--- src/rtl/maze_pkg.sv ---
// Shared definitions for the keypad-to-maze command path.
// Holds the command codes, the keypad codes that map to commands,
// the command generator FSM state type, the synchronised sample
// layout and the key-to-command lookup.
package maze_pkg;

    localparam int unsigned CMD_W    = 3;
    localparam int unsigned KEY_W    = 4;
    localparam int unsigned SAMPLE_W = KEY_W + 1;

    typedef logic [CMD_W-1:0] cmd_t;

    localparam cmd_t CMD_NONE    = 3'd0;
    localparam cmd_t CMD_UP      = 3'd1;
    localparam cmd_t CMD_DOWN    = 3'd2;
    localparam cmd_t CMD_LEFT    = 3'd3;
    localparam cmd_t CMD_RIGHT   = 3'd4;
    localparam cmd_t CMD_CONFIRM = 3'd5;
    localparam cmd_t CMD_RESTART = 3'd6;

    localparam logic [KEY_W-1:0] KEY_UP      = 4'd1;
    localparam logic [KEY_W-1:0] KEY_DOWN    = 4'd9;
    localparam logic [KEY_W-1:0] KEY_LEFT    = 4'd4;
    localparam logic [KEY_W-1:0] KEY_RIGHT   = 4'd6;
    localparam logic [KEY_W-1:0] KEY_CONFIRM = 4'd5;
    localparam logic [KEY_W-1:0] KEY_RESTART = 4'd15;

    typedef enum logic [2:0] {
        ST_IDLE,
        ST_PRESS,
        ST_DELAY,
        ST_REPEAT,
        ST_HOLD
    } kcg_state_t;

    // Synchronised scanner sample: press level on top, key code below.
    typedef struct packed {
        logic             flag;
        logic [KEY_W-1:0] value;
    } key_sample_t;

    // Keypad code to maze command; unmapped keys give CMD_NONE.
    function automatic cmd_t key_to_cmd(input logic [KEY_W-1:0] key);
        cmd_t c;
        case (key)
            KEY_UP:      c = CMD_UP;
            KEY_DOWN:    c = CMD_DOWN;
            KEY_LEFT:    c = CMD_LEFT;
            KEY_RIGHT:   c = CMD_RIGHT;
            KEY_CONFIRM: c = CMD_CONFIRM;
            KEY_RESTART: c = CMD_RESTART;
            default:     c = CMD_NONE;
        endcase
        return c;
    endfunction

    // Direction commands are the only ones that auto-repeat.
    function automatic logic is_direction(input cmd_t c);
        return (c >= CMD_UP) && (c <= CMD_RIGHT);
    endfunction

endpackage

--- src/rtl/key_stable_filter.sv ---
// Stability filter for the synchronised keypad sample.
// Ports:
//   clk, reset      clock, synchronous active-low reset
//   sample          synchronised {flag, value} sample
//   stable_c        sample has been unchanged for N cycles (combinational)
//   value_c         current sample when stable, otherwise the last stable one
module key_stable_filter #(
    parameter int unsigned WIDTH = 5,
    parameter int unsigned N     = 1000000,
    parameter int unsigned CNT_W = 25
) (
    input  logic             clk,
    input  logic             reset,
    input  logic [WIDTH-1:0] sample,
    output logic             stable_c,
    output logic [WIDTH-1:0] value_c
);

    localparam logic [CNT_W-1:0] N_C = CNT_W'(N);

    logic [WIDTH-1:0] prev_q;
    logic [WIDTH-1:0] last_q;
    logic [CNT_W-1:0] cnt_q;
    logic [CNT_W-1:0] cnt_d;
    logic             diff_c;

    // Count is the updated value so that a sample is stable in its N-th cycle.
    always_comb begin
        diff_c = (sample != prev_q);
        if (diff_c) begin
            cnt_d = '0;
        end else if (cnt_q == N_C) begin
            cnt_d = cnt_q;
        end else begin
            cnt_d = cnt_q + CNT_W'(1);
        end
        stable_c = !diff_c && (cnt_d == N_C);
        value_c  = stable_c ? sample : last_q;
    end

    always_ff @(posedge clk) begin
        if (!reset) begin
            prev_q <= '0;
            last_q <= '0;
            cnt_q  <= '0;
        end else begin
            prev_q <= sample;
            cnt_q  <= cnt_d;
            if (stable_c) begin
                last_q <= sample;
            end
        end
    end

endmodule

--- src/rtl/key_cmd_gen.sv ---
// Keypad press to maze command generator.
// Synchronises and debounces the scanner outputs, turns each clean press
// into a command (auto-repeating direction keys while held) and hands
// commands to the game FSM through a one-deep valid/ready register.
// Ports:
//   clk, reset   clock, synchronous active-low reset
//   key_value    scanner key code (asynchronous)
//   key_flag     scanner press level (asynchronous)
//   cmd_ready    consumer accepts cmd this cycle
//   cmd_valid    command pending
//   cmd          command code
//   key_held     debounced key-down level
//   cmd_drop     one-cycle pulse when an event is lost to a full register
module key_cmd_gen
    import maze_pkg::*;
#(
    parameter int unsigned DEBOUNCE_CYCLES = 1000000,
    parameter int unsigned REPEAT_DELAY    = 25000000,
    parameter int unsigned REPEAT_PERIOD   = 5000000,
    parameter int unsigned CNT_W           = 25
) (
    input  logic             clk,
    input  logic             reset,
    input  logic [KEY_W-1:0] key_value,
    input  logic             key_flag,
    input  logic             cmd_ready,
    output logic             cmd_valid,
    output logic [CMD_W-1:0] cmd,
    output logic             key_held,
    output logic             cmd_drop
);

    localparam logic [CNT_W-1:0] DELAY_C    = CNT_W'(REPEAT_DELAY);
    localparam logic [CNT_W-1:0] PERIOD_C   = CNT_W'(REPEAT_PERIOD);
    localparam logic [CNT_W-1:0] TIMER_MAX  = {CNT_W{1'b1}};

    key_sample_t          sync1_q;
    key_sample_t          sync2_q;
    logic                 stable_c;
    logic [SAMPLE_W-1:0]  stable_vec_c;
    key_sample_t          stable_s;

    kcg_state_t           state_q;
    kcg_state_t           state_d;
    logic [CNT_W-1:0]     timer_q;
    logic [CNT_W-1:0]     timer_d;
    logic [CNT_W-1:0]     timer_inc_c;
    logic [KEY_W-1:0]     key_q;
    logic [KEY_W-1:0]     key_d;
    logic                 event_c;
    cmd_t                 event_cmd_c;
    cmd_t                 press_cmd_c;
    cmd_t                 held_cmd_c;
    logic                 active_c;

    // Two-flop synchroniser for the asynchronous scanner outputs.
    always_ff @(posedge clk) begin
        if (!reset) begin
            sync1_q <= '0;
            sync2_q <= '0;
        end else begin
            sync1_q <= key_sample_t'({key_flag, key_value});
            sync2_q <= sync1_q;
        end
    end

    key_stable_filter #(
        .WIDTH (SAMPLE_W),
        .N     (DEBOUNCE_CYCLES),
        .CNT_W (CNT_W)
    ) u_filter (
        .clk      (clk),
        .reset    (reset),
        .sample   (sync2_q),
        .stable_c (stable_c),
        .value_c  (stable_vec_c)
    );

    assign stable_s    = key_sample_t'(stable_vec_c);
    assign press_cmd_c = key_to_cmd(stable_s.value);
    assign held_cmd_c  = key_to_cmd(key_q);
    assign timer_inc_c = (timer_q == TIMER_MAX) ? timer_q : timer_q + CNT_W'(1);
    assign active_c    = (state_q == ST_DELAY) || (state_q == ST_REPEAT) || (state_q == ST_HOLD);

    // Next-state, timer and event generation.
    always_comb begin
        state_d     = state_q;
        timer_d     = timer_q;
        key_d       = key_q;
        event_c     = 1'b0;
        event_cmd_c = CMD_NONE;

        case (state_q)
            ST_IDLE: begin
                if (stable_c && stable_s.flag) begin
                    state_d     = ST_PRESS;
                    key_d       = stable_s.value;
                    timer_d     = '0;
                    event_c     = (press_cmd_c != CMD_NONE);
                    event_cmd_c = press_cmd_c;
                end
            end
            // Timer is zero here; counting the press cycle keeps the first
            // repeat exactly REPEAT_DELAY cycles after the press event.
            ST_PRESS: begin
                timer_d = timer_inc_c;
                state_d = is_direction(held_cmd_c) ? ST_DELAY : ST_HOLD;
            end
            ST_DELAY: begin
                timer_d = timer_inc_c;
                if (timer_inc_c == DELAY_C) begin
                    event_c     = 1'b1;
                    event_cmd_c = held_cmd_c;
                    timer_d     = '0;
                    state_d     = ST_REPEAT;
                end
            end
            ST_REPEAT: begin
                timer_d = timer_inc_c;
                if (timer_inc_c == PERIOD_C) begin
                    event_c     = 1'b1;
                    event_cmd_c = held_cmd_c;
                    timer_d     = '0;
                end
            end
            ST_HOLD: begin
                state_d = state_q;
            end
            default: begin
                state_d = ST_IDLE;
            end
        endcase

        // A clean release or a clean key change overrides any repeat due now.
        if (active_c && stable_c) begin
            if (!stable_s.flag) begin
                state_d     = ST_IDLE;
                timer_d     = '0;
                event_c     = 1'b0;
                event_cmd_c = CMD_NONE;
            end else if (stable_s.value != key_q) begin
                state_d     = ST_PRESS;
                key_d       = stable_s.value;
                timer_d     = '0;
                event_c     = (press_cmd_c != CMD_NONE);
                event_cmd_c = press_cmd_c;
            end
        end
    end

    always_ff @(posedge clk) begin
        if (!reset) begin
            state_q <= ST_IDLE;
            timer_q <= '0;
            key_q   <= '0;
        end else begin
            state_q <= state_d;
            timer_q <= timer_d;
            key_q   <= key_d;
        end
    end

    // One-deep holding register; an event may reload it in the accept cycle.
    always_ff @(posedge clk) begin
        if (!reset) begin
            cmd_valid <= 1'b0;
            cmd       <= CMD_NONE;
            key_held  <= 1'b0;
            cmd_drop  <= 1'b0;
        end else begin
            key_held <= (state_d != ST_IDLE);
            cmd_drop <= 1'b0;
            if (event_c) begin
                if (!cmd_valid || cmd_ready) begin
                    cmd_valid <= 1'b1;
                    cmd       <= event_cmd_c;
                end else begin
                    cmd_drop <= 1'b1;
                end
            end else if (cmd_valid && cmd_ready) begin
                cmd_valid <= 1'b0;
            end
        end
    end

endmodule

--- config.mk ---
export PLATFORM = sky130hd
export DESIGN_NAME = key_cmd_gen
export DESIGN_NICKNAME = d
export VERILOG_FILES = /design/src/rtl/maze_pkg.sv /design/src/rtl/key_stable_filter.sv /design/src/rtl/key_cmd_gen.sv
export SDC_FILE = /design/constraint.sdc
export NUM_CORES = 1
export LEC_CHECK = 0
export BUFFER_PORTS_ARGS = -buffer_cell sky130_fd_sc_hd__buf_2
export CAP_MARGIN = 20
export CORE_ASPECT_RATIO = 0.8
export CORE_MARGIN = 4
export CORE_UTILIZATION = 60
export DETAILED_ROUTE_END_ITERATION = 8
export GPL_ROUTABILITY_DRIVEN = 0
export GPL_TIMING_DRIVEN = 0
export PLACE_DENSITY_LB_ADDON = 0.08
export SYNTH_ARGS = -nofsm -noshare
export SYNTH_HDL_FRONTEND = slang
export SYNTH_SLANG_ARGS = --single-unit
--- constraint.sdc ---
create_clock -name clk -period 6.4 [get_ports clk]
set_input_delay 1.28 -clock clk [delete_from_list [all_inputs] [get_ports clk]]
set_output_delay 1.28 -clock clk [all_outputs]
set_load 0.05 [all_outputs]
# Word-level counts from Yosys, hierarchy flattened
# Index checks and enable logic that the tools add are counted.
# W data, S select, Z words.
op_classes:
  mul: 0
  addsub: 2
  n_reduce_logical: 18
  n_lt_le_gt_ge: 2
  div_mod_pow: 0
  n_eq_ne: 24
  shift: 0
  bitwise_logic: 0
  n_mux: 43
op_table:
  columns: ["op", "n"]
  rows:
  - ["$mux W25", 9]
  - ["$pmux W25 S4", 1]
  - ["$add A25 B1 Y25 const B", 2]
  - ["$eq A25 B20 Y1 const B", 2]
  - ["$eq A25 B25 Y1 const B", 2]
  - ["$mux W3", 12]
  - ["$pmux W3 S6", 2]
  - ["$eq A25 B23 Y1 const B", 1]
  - ["$eq A4 B3 Y1 const B", 6]
  - ["$mux W4", 5]
  - ["$eq A4 B4 Y1 const B", 4]
  - ["$pmux W3 S4", 1]
  - ["$mux W1", 10]
  - ["$pmux W3 S3", 1]
  - ["$eq A4 B1 Y1 const B", 2]
  - ["$eq A3 B2 Y1 const B", 2]
  - ["$reduce_and A2 Y1", 3]
  - ["$reduce_bool A3 Y1", 2]
  - ["$logic_and A1 B1 Y1", 5]
  - ["$mux W5", 1]
  - ["$ne A5 B5 Y1", 1]
  - ["$ne A4 B4 Y1", 1]
  - ["$eq A3 B1 Y1 const B", 1]
  - ["$eq A3 B3 Y1 const B", 1]
  - ["other kinds (9)", 12]
word_totals:
  input_bits: 8
  latch_bits: 0
  mem_count: 0
  ramBits: 0
  ff_bits: 83
  mem_bits_ro: 0

# Logic depth before layout (Yosys ltp)
logic_depth:
  word_depth: 16
  mapped_depth: 15

# By module
# Synthesis repeated with hierarchy kept, for this count alone.
hier_totals:
  hier_cells: 662
  area_unflattened_um2: 5362.6
by_module_without_submodules:
  columns: ["module", "n_inst", "cells_each", "seq_area_each_um2", "area_per_inst_um2"]
  rows:
  - ["key_cmd_gen", 1, 410, 960.9, 3243.1]
  - ["key_stable_filter", 1, 252, 700.7, 2119.5]

# Least setup slack after synthesis
# No wires, ideal clock.
synth_timing:
  path_kind: "register to register"
  startpoint: "register u_filter.cnt_q[1]"
  endpoint: "register cmd[2]"
  setup_time_ps: 122
  stages_incl_launch_ff: 13
  slack_ps: 2518
  t_arrival_ps: 3761
  path_buffers: 1
  cell_sequence: "dfxtp_1 ha_1 nand3_1 or4_1 buf_2 o31ai_1 nand4_1 or3_1 nor4_4 mux2_4 a211o_2 a211oi_1 nor3_1"
synth_between:
  elab_chain_cells: 15
  word_cells_on_any_way: 29
  classes_between: "1 x add/sub; 9 x eq/ne; 14 x mux; 5 x reduce/logical"
synth_rtl:
  columns: ["element", "line", "rtl"]
  rows:
  - ["from (decl)", "key_stable_filter.sv:23", "logic [CNT_W-1:0] cnt_q;"]
  - ["from (signal assigned)", "key_stable_filter.sv:48", "cnt_q <= cnt_d;"]
  - ["$add A25 B1 Y25 / $eq A25 B20 Y1 (equally long branches)", "key_stable_filter.sv:35, key_stable_filter.sv:32", null]
  - ["$mux W25 (*)", "key_stable_filter.sv:32", "end else if (cnt_q == N_C) begin"]
  - ["$mux W25 (*)", "key_stable_filter.sv:30", "if (diff_c) begin"]
  - ["$eq A25 B20 Y1 (*)", "key_stable_filter.sv:37", "stable_c = !diff_c && (cnt_d == N_C);"]
  - ["$logic_and A1 B1 Y1 (*)", "key_stable_filter.sv:37", null]
  - ["$mux W5", "key_stable_filter.sv:38", "value_c = stable_c ? sample : last_q;"]
  - ["$eq A4 B4 Y1 (tied with other cells)", "maze_pkg.sv:45", "case (key)"]
  - ["$pmux W3 S6", "maze_pkg.sv:45", null]
  - ["$reduce_bool A3 Y1", "key_cmd_gen.sv:99, key_cmd_gen.sv:145", null]
  - ["$mux W1", "key_cmd_gen.sv:95", "if (stable_c && stable_s.flag) begin"]
  - ["$pmux W1 S3", "key_cmd_gen.sv:93", "case (state_q)"]
  - ["$mux W1", "key_cmd_gen.sv:141", "end else if (stable_s.value != key_q) begin"]
  - ["$mux W1", "key_cmd_gen.sv:136", "if (!stable_s.flag) begin"]
  - ["$mux W1", "key_cmd_gen.sv:135", "if (active_c && stable_c) begin"]
  - ["$reduce_and A2 Y1 (no line)", null, null]
  - ["to (signal assigned)", "key_cmd_gen.sv:176", "cmd <= event_cmd_c;"]
  - ["to (decl)", "key_cmd_gen.sv:28", "output logic [CMD_W-1:0] cmd,"]
# Every way passes the cells marked *; elsewhere a longest branch is shown, timed or not.
# A chain may end at the register's enable or synchronous reset.

# Worst setup path in the final report
layout_timing:
  startpoint: "register timer_q[11]"
  endpoint: "register timer_q[6]"
layout_between:
  elab_chain_cells: 8
  word_cells_on_any_way: 11
  classes_between: "1 x add/sub; 3 x eq/ne; 7 x mux"
layout_rtl:
  columns: ["element", "line", "rtl"]
  rows:
  - ["from (decl)", "key_cmd_gen.sv:45", "logic [CNT_W-1:0] timer_q;"]
  - ["from (signal assigned)", "key_cmd_gen.sv:158", "timer_q <= timer_d;"]
  - ["$add A25 B1 Y25 / $eq A25 B25 Y1 (equally long branches)", "key_cmd_gen.sv:82", "assign timer_inc_c = (timer_q == TIMER_MAX) ? timer_q : timer_q + CNT_W'(1);"]
  - ["$mux W25 (*)", "key_cmd_gen.sv:82", null]
  - ["$eq A25 B23 Y1 / $eq A25 B25 Y1 (equally long branches)", "key_cmd_gen.sv:120, key_cmd_gen.sv:111", null]
  - ["$mux W25 (on tied branches)", "key_cmd_gen.sv:120, key_cmd_gen.sv:111", null]
  - ["$pmux W25 S4 (*)", "key_cmd_gen.sv:93", null]
  - ["$mux W25", "key_cmd_gen.sv:141", null]
  - ["$mux W25", "key_cmd_gen.sv:136", null]
  - ["$mux W25 (*)", "key_cmd_gen.sv:135", null]
# Marked as above.

==> results.ini <==
[status]
outcome=finished, final reports clean

[floorplan]
initial_utilization=0.631
die_width_um=111
core_area_mm2=0.00813
rows=29
die_area_mm2=0.0101
fp.dieH_um=90.7
ios=14

[worst_setup_path]
cp.required_ps=6640
crit_slowest_cell=o311ai_0
ff2ff_path_depth=13
critical_path_buf_inv_count=3
endpoint_kind=register
r2r_end=timer_q[6]
r2r-start=timer_q[11]
cp-start-kind=register
rrSetupSlack_ps=1760
crit_chain=clkbuf_1, nand4_1, or3_1, o311ai_0, xnor2_1, nand4b_1, nor4b_1, a21oi_1, o22a_1, buf_2, buf_1, a22oi_1, nor2_1
cp.arrival_ps=4880
critPathMaxStageDelay_ps=800
path_max_fanout=10
worst-setup-path-type=register to register
cp_top_family=simple AND/OR/NAND/NOR gates

[logic_synthesis]
synth_xor_area_frac=0.0684
synth_nets=684
syn_inst=673
yosys_warnings=0
synth_edf_count=0
ys_ff_latch=82
synth_ff_type=dfxtp_1
synth_mux_area_frac=0.0212
syn_avg_cell_area_um2=7.62
synthAdderAreaFrac=0.00732
synth_top_family_by_area=simple AND/OR/NAND/NOR gates
ys_seq_area_frac=0.320
yosys-top-cells-area=dfxtp_1 32%, nor2_1 6.0%, nand2_1 4.8%, xnor2_1 4.3%, nor3_1 2.9%
yosysUniqueCellTypes=79
yosys.area.top_type=dfxtp_1
synth_area_mm2=0.00512
synth-compound-area-share=0.191
synth_top_area_share=0.320
synthSimpleGateAreaFrac=0.338
ys_async_sr_fraction=0

[route]
routed_wl_um=13800
drt_iter0_drc=513
routedWlPerCell_um=17.0
drc=0
postRouteAntennaNets=0
vias=5141
dr.pass1.iters=7
viasPerCell=6.35

[power]
finalPower_w=0.000964
powerDensity_mw_per_mm2=174
p_leak_nw=1.82
ir_worst_vdd_uv=179

[clocking]
cts_max_level=3
cts.sinks=82
ctsHoldBuffers=0
post_cts_buffers=0
worstSkewPairLatency_ps=370
clkTransAtPathRegs_ps=90
cts_buffer_depth=2
cts_resized=0
cts_buffers=9
cts_tree=built
cts_root_buffer=clkbuf_8

[finish]
n_antenna_cell=0
final_area_mm2=0.00553
syn2layout_area_growth_pct=7.96
n_fill_cell=743
final_cells=810
post_route_cells_drive_above_1_share=0.0940
seqCellArea_mm2=0.00164
multi_input_area_mm2=0.00321
nets=708

[worst_hold_path]
whs_path_depth=1
worstHoldStart=sync1_q[3]
holdCritPathClass=register to register
hold_end=sync2_q[3]

[placement]
placed_area_mm2=0.00533
dp_cells=794
hpwl_um=10000
portBuffers=13

[timing]
max_slew_margin=0.390
fmax_ghz=0.216
min_period_ps=4640
slew_viol_final=0
tightest_slew_ps=903
finalCritPeriodShare=0.724
grt_setup_unrepaired=false
skew_ps=11.5
final-hold-violation-count=0
finalSetupViolCount=0
holdWs_ps=441
tns_ps=0

[grt]
grt_pass1_wl_um=22500
grt_overflow_total=0
grt_util_all_layers=0.270
grt_pass1_vias=4590
antenna_found_initial=0
grt_start_max_net_pins=17

[flow_run]
maxCapViolations=0

[logic make-up after synthesis]
family,count (synthesis)
buffers and inverters,67
muxes,10
and+or+nand+nor,330
AOI/OAI and AO/OA,141
DFF,82
xor gates and xnor gates,40
adders and majority gates,3
[cells in the final DEF (no fill, tap or decap), types with 5 or more instances in the layout]
cell type  netlist  final
a31oi_1         10     10
nand2_1         66     66
buf_2            8     21
nand2b_1         6      6
mux2i_1          6      6
nand4_1         19     19
dfxtp_1         82     82
nand3_1         24     24
inv_1           26     26
clkbuf_1        27     27
or4_1           10     10
or3_1           12     12
a211oi_1         9      9
nor2b_1          5      5
xnor2_1         25     25
o22ai_1          6      6
and2_1          22     22
a22oi_1         11     11
and3_1          11     11
nor3_1          30     30
a21oi_1         27     27
nor2_1          82     82
nor4_1          13     13
o21ai_0         28     28
xor2_1          15     15
clkbuf_8         0      9
o31ai_1          5      5
or2_2            5      5
[per-stage QoR]
stage           util  setup slack, ps
2_1_floorplan      -             2520
3_3_place_gp   0.655             2010
3_5_place_dp   0.655             1940
4_1_cts        0.681             1890
5_1_grt        0.681             1470
6_report       0.681             1760
[power by group]
| part | leakage, nW | total, W | switching (W) | internal [W] |
|---|---|---|---|---|
| Clock | 0.103 | 0.000403 | 0.000215 | 0.000188 |
| Sequential | 0.663 | 0.000517 | 0.00000300 | 0.000514 |
| Combinational | 1.06 | 0.0000438 | 0.0000302 | 0.0000136 |
[worst max path at each step]
stage,slack [ps],start,to,cells past startpoint
final,1760,timer_q[11],timer_q[6],13
after detailed placement,1940,u_filter.cnt_q[1],cmd[2],12
after global placement,2010,u_filter.cnt_q[1],cmd[2],12
after CTS,1890,u_filter.cnt_q[1],cmd[2],12
after floorplan,2520,u_filter.cnt_q[1],cmd[2],12
after global routing,1470,timer_q[1],cmd[0],13
[synthesized netlist by cell type (4+ instances only)]
cell	n
nand2b_1	6
clkbuf_1	27
inv_1	26
nor4_1	13
o21ai_0	28
and4_1	4
a21oi_1	27
a211oi_1	9
xor2_1	15
or3_1	12
nand4_1	19
nand2_1	66
or2_2	5
o31ai_1	5
nand3_1	24
nor3_1	30
dfxtp_1	82
nor2b_1	5
o22ai_1	6
nor2_1	82
mux2i_1	6
buf_2	8
xnor2_1	25
and2_1	22
and3_1	11
a22oi_1	11
a31oi_1	10
or4_1	10
[flip-flops by register name, indices dropped and copies added, names as in the netlist]
register / cells
u_filter.cnt_q: 25
cmd: 3
state_q: 3
cmd_valid: 1
sync1_q: 5
timer_q: 25
key_held: 1
u_filter.last_q: 4
u_filter.prev_q: 5
cmd_drop: 1
sync2_q: 5
key_q: 4
[worst register-to-register path, cell delays in order, from the launching register on]
cell and delay (ps):
dfxtp_1 320, clkbuf_1 310, nand4_1 340, or3_1 590, o311ai_0 800, xnor2_1 220
nand4b_1 220, nor4b_1 430, a21oi_1 200, o22a_1 230, buf_2 200, buf_1 300
a22oi_1 270, nor2_1 70
[layout make-up]
type	count	share of cell area
Buffer	41	0.0326
Clock buffer	9	0.0224
Clock inverter	7	0.0152
Inverter	26	0.0176
Multi-Input combinational cell	524	0.579
Sequential cell	82	0.297
Tap cell	108	0.0244
Timing Repair Buffer	13	0.0118
[routing by layer]
layer | GRT usage | up-vias | part of all wire
met3 | 0.0643 | 35 | 0.11
met4 | 0.0699 | 0 | 0.018
met2 | 0.400 | 277 | 0.43
met5 | 0 | - | 0
met1 | 0.394 | 2349 | 0.44
li1 | - | 2480 | -
Power figures use the tool's default switching activity.
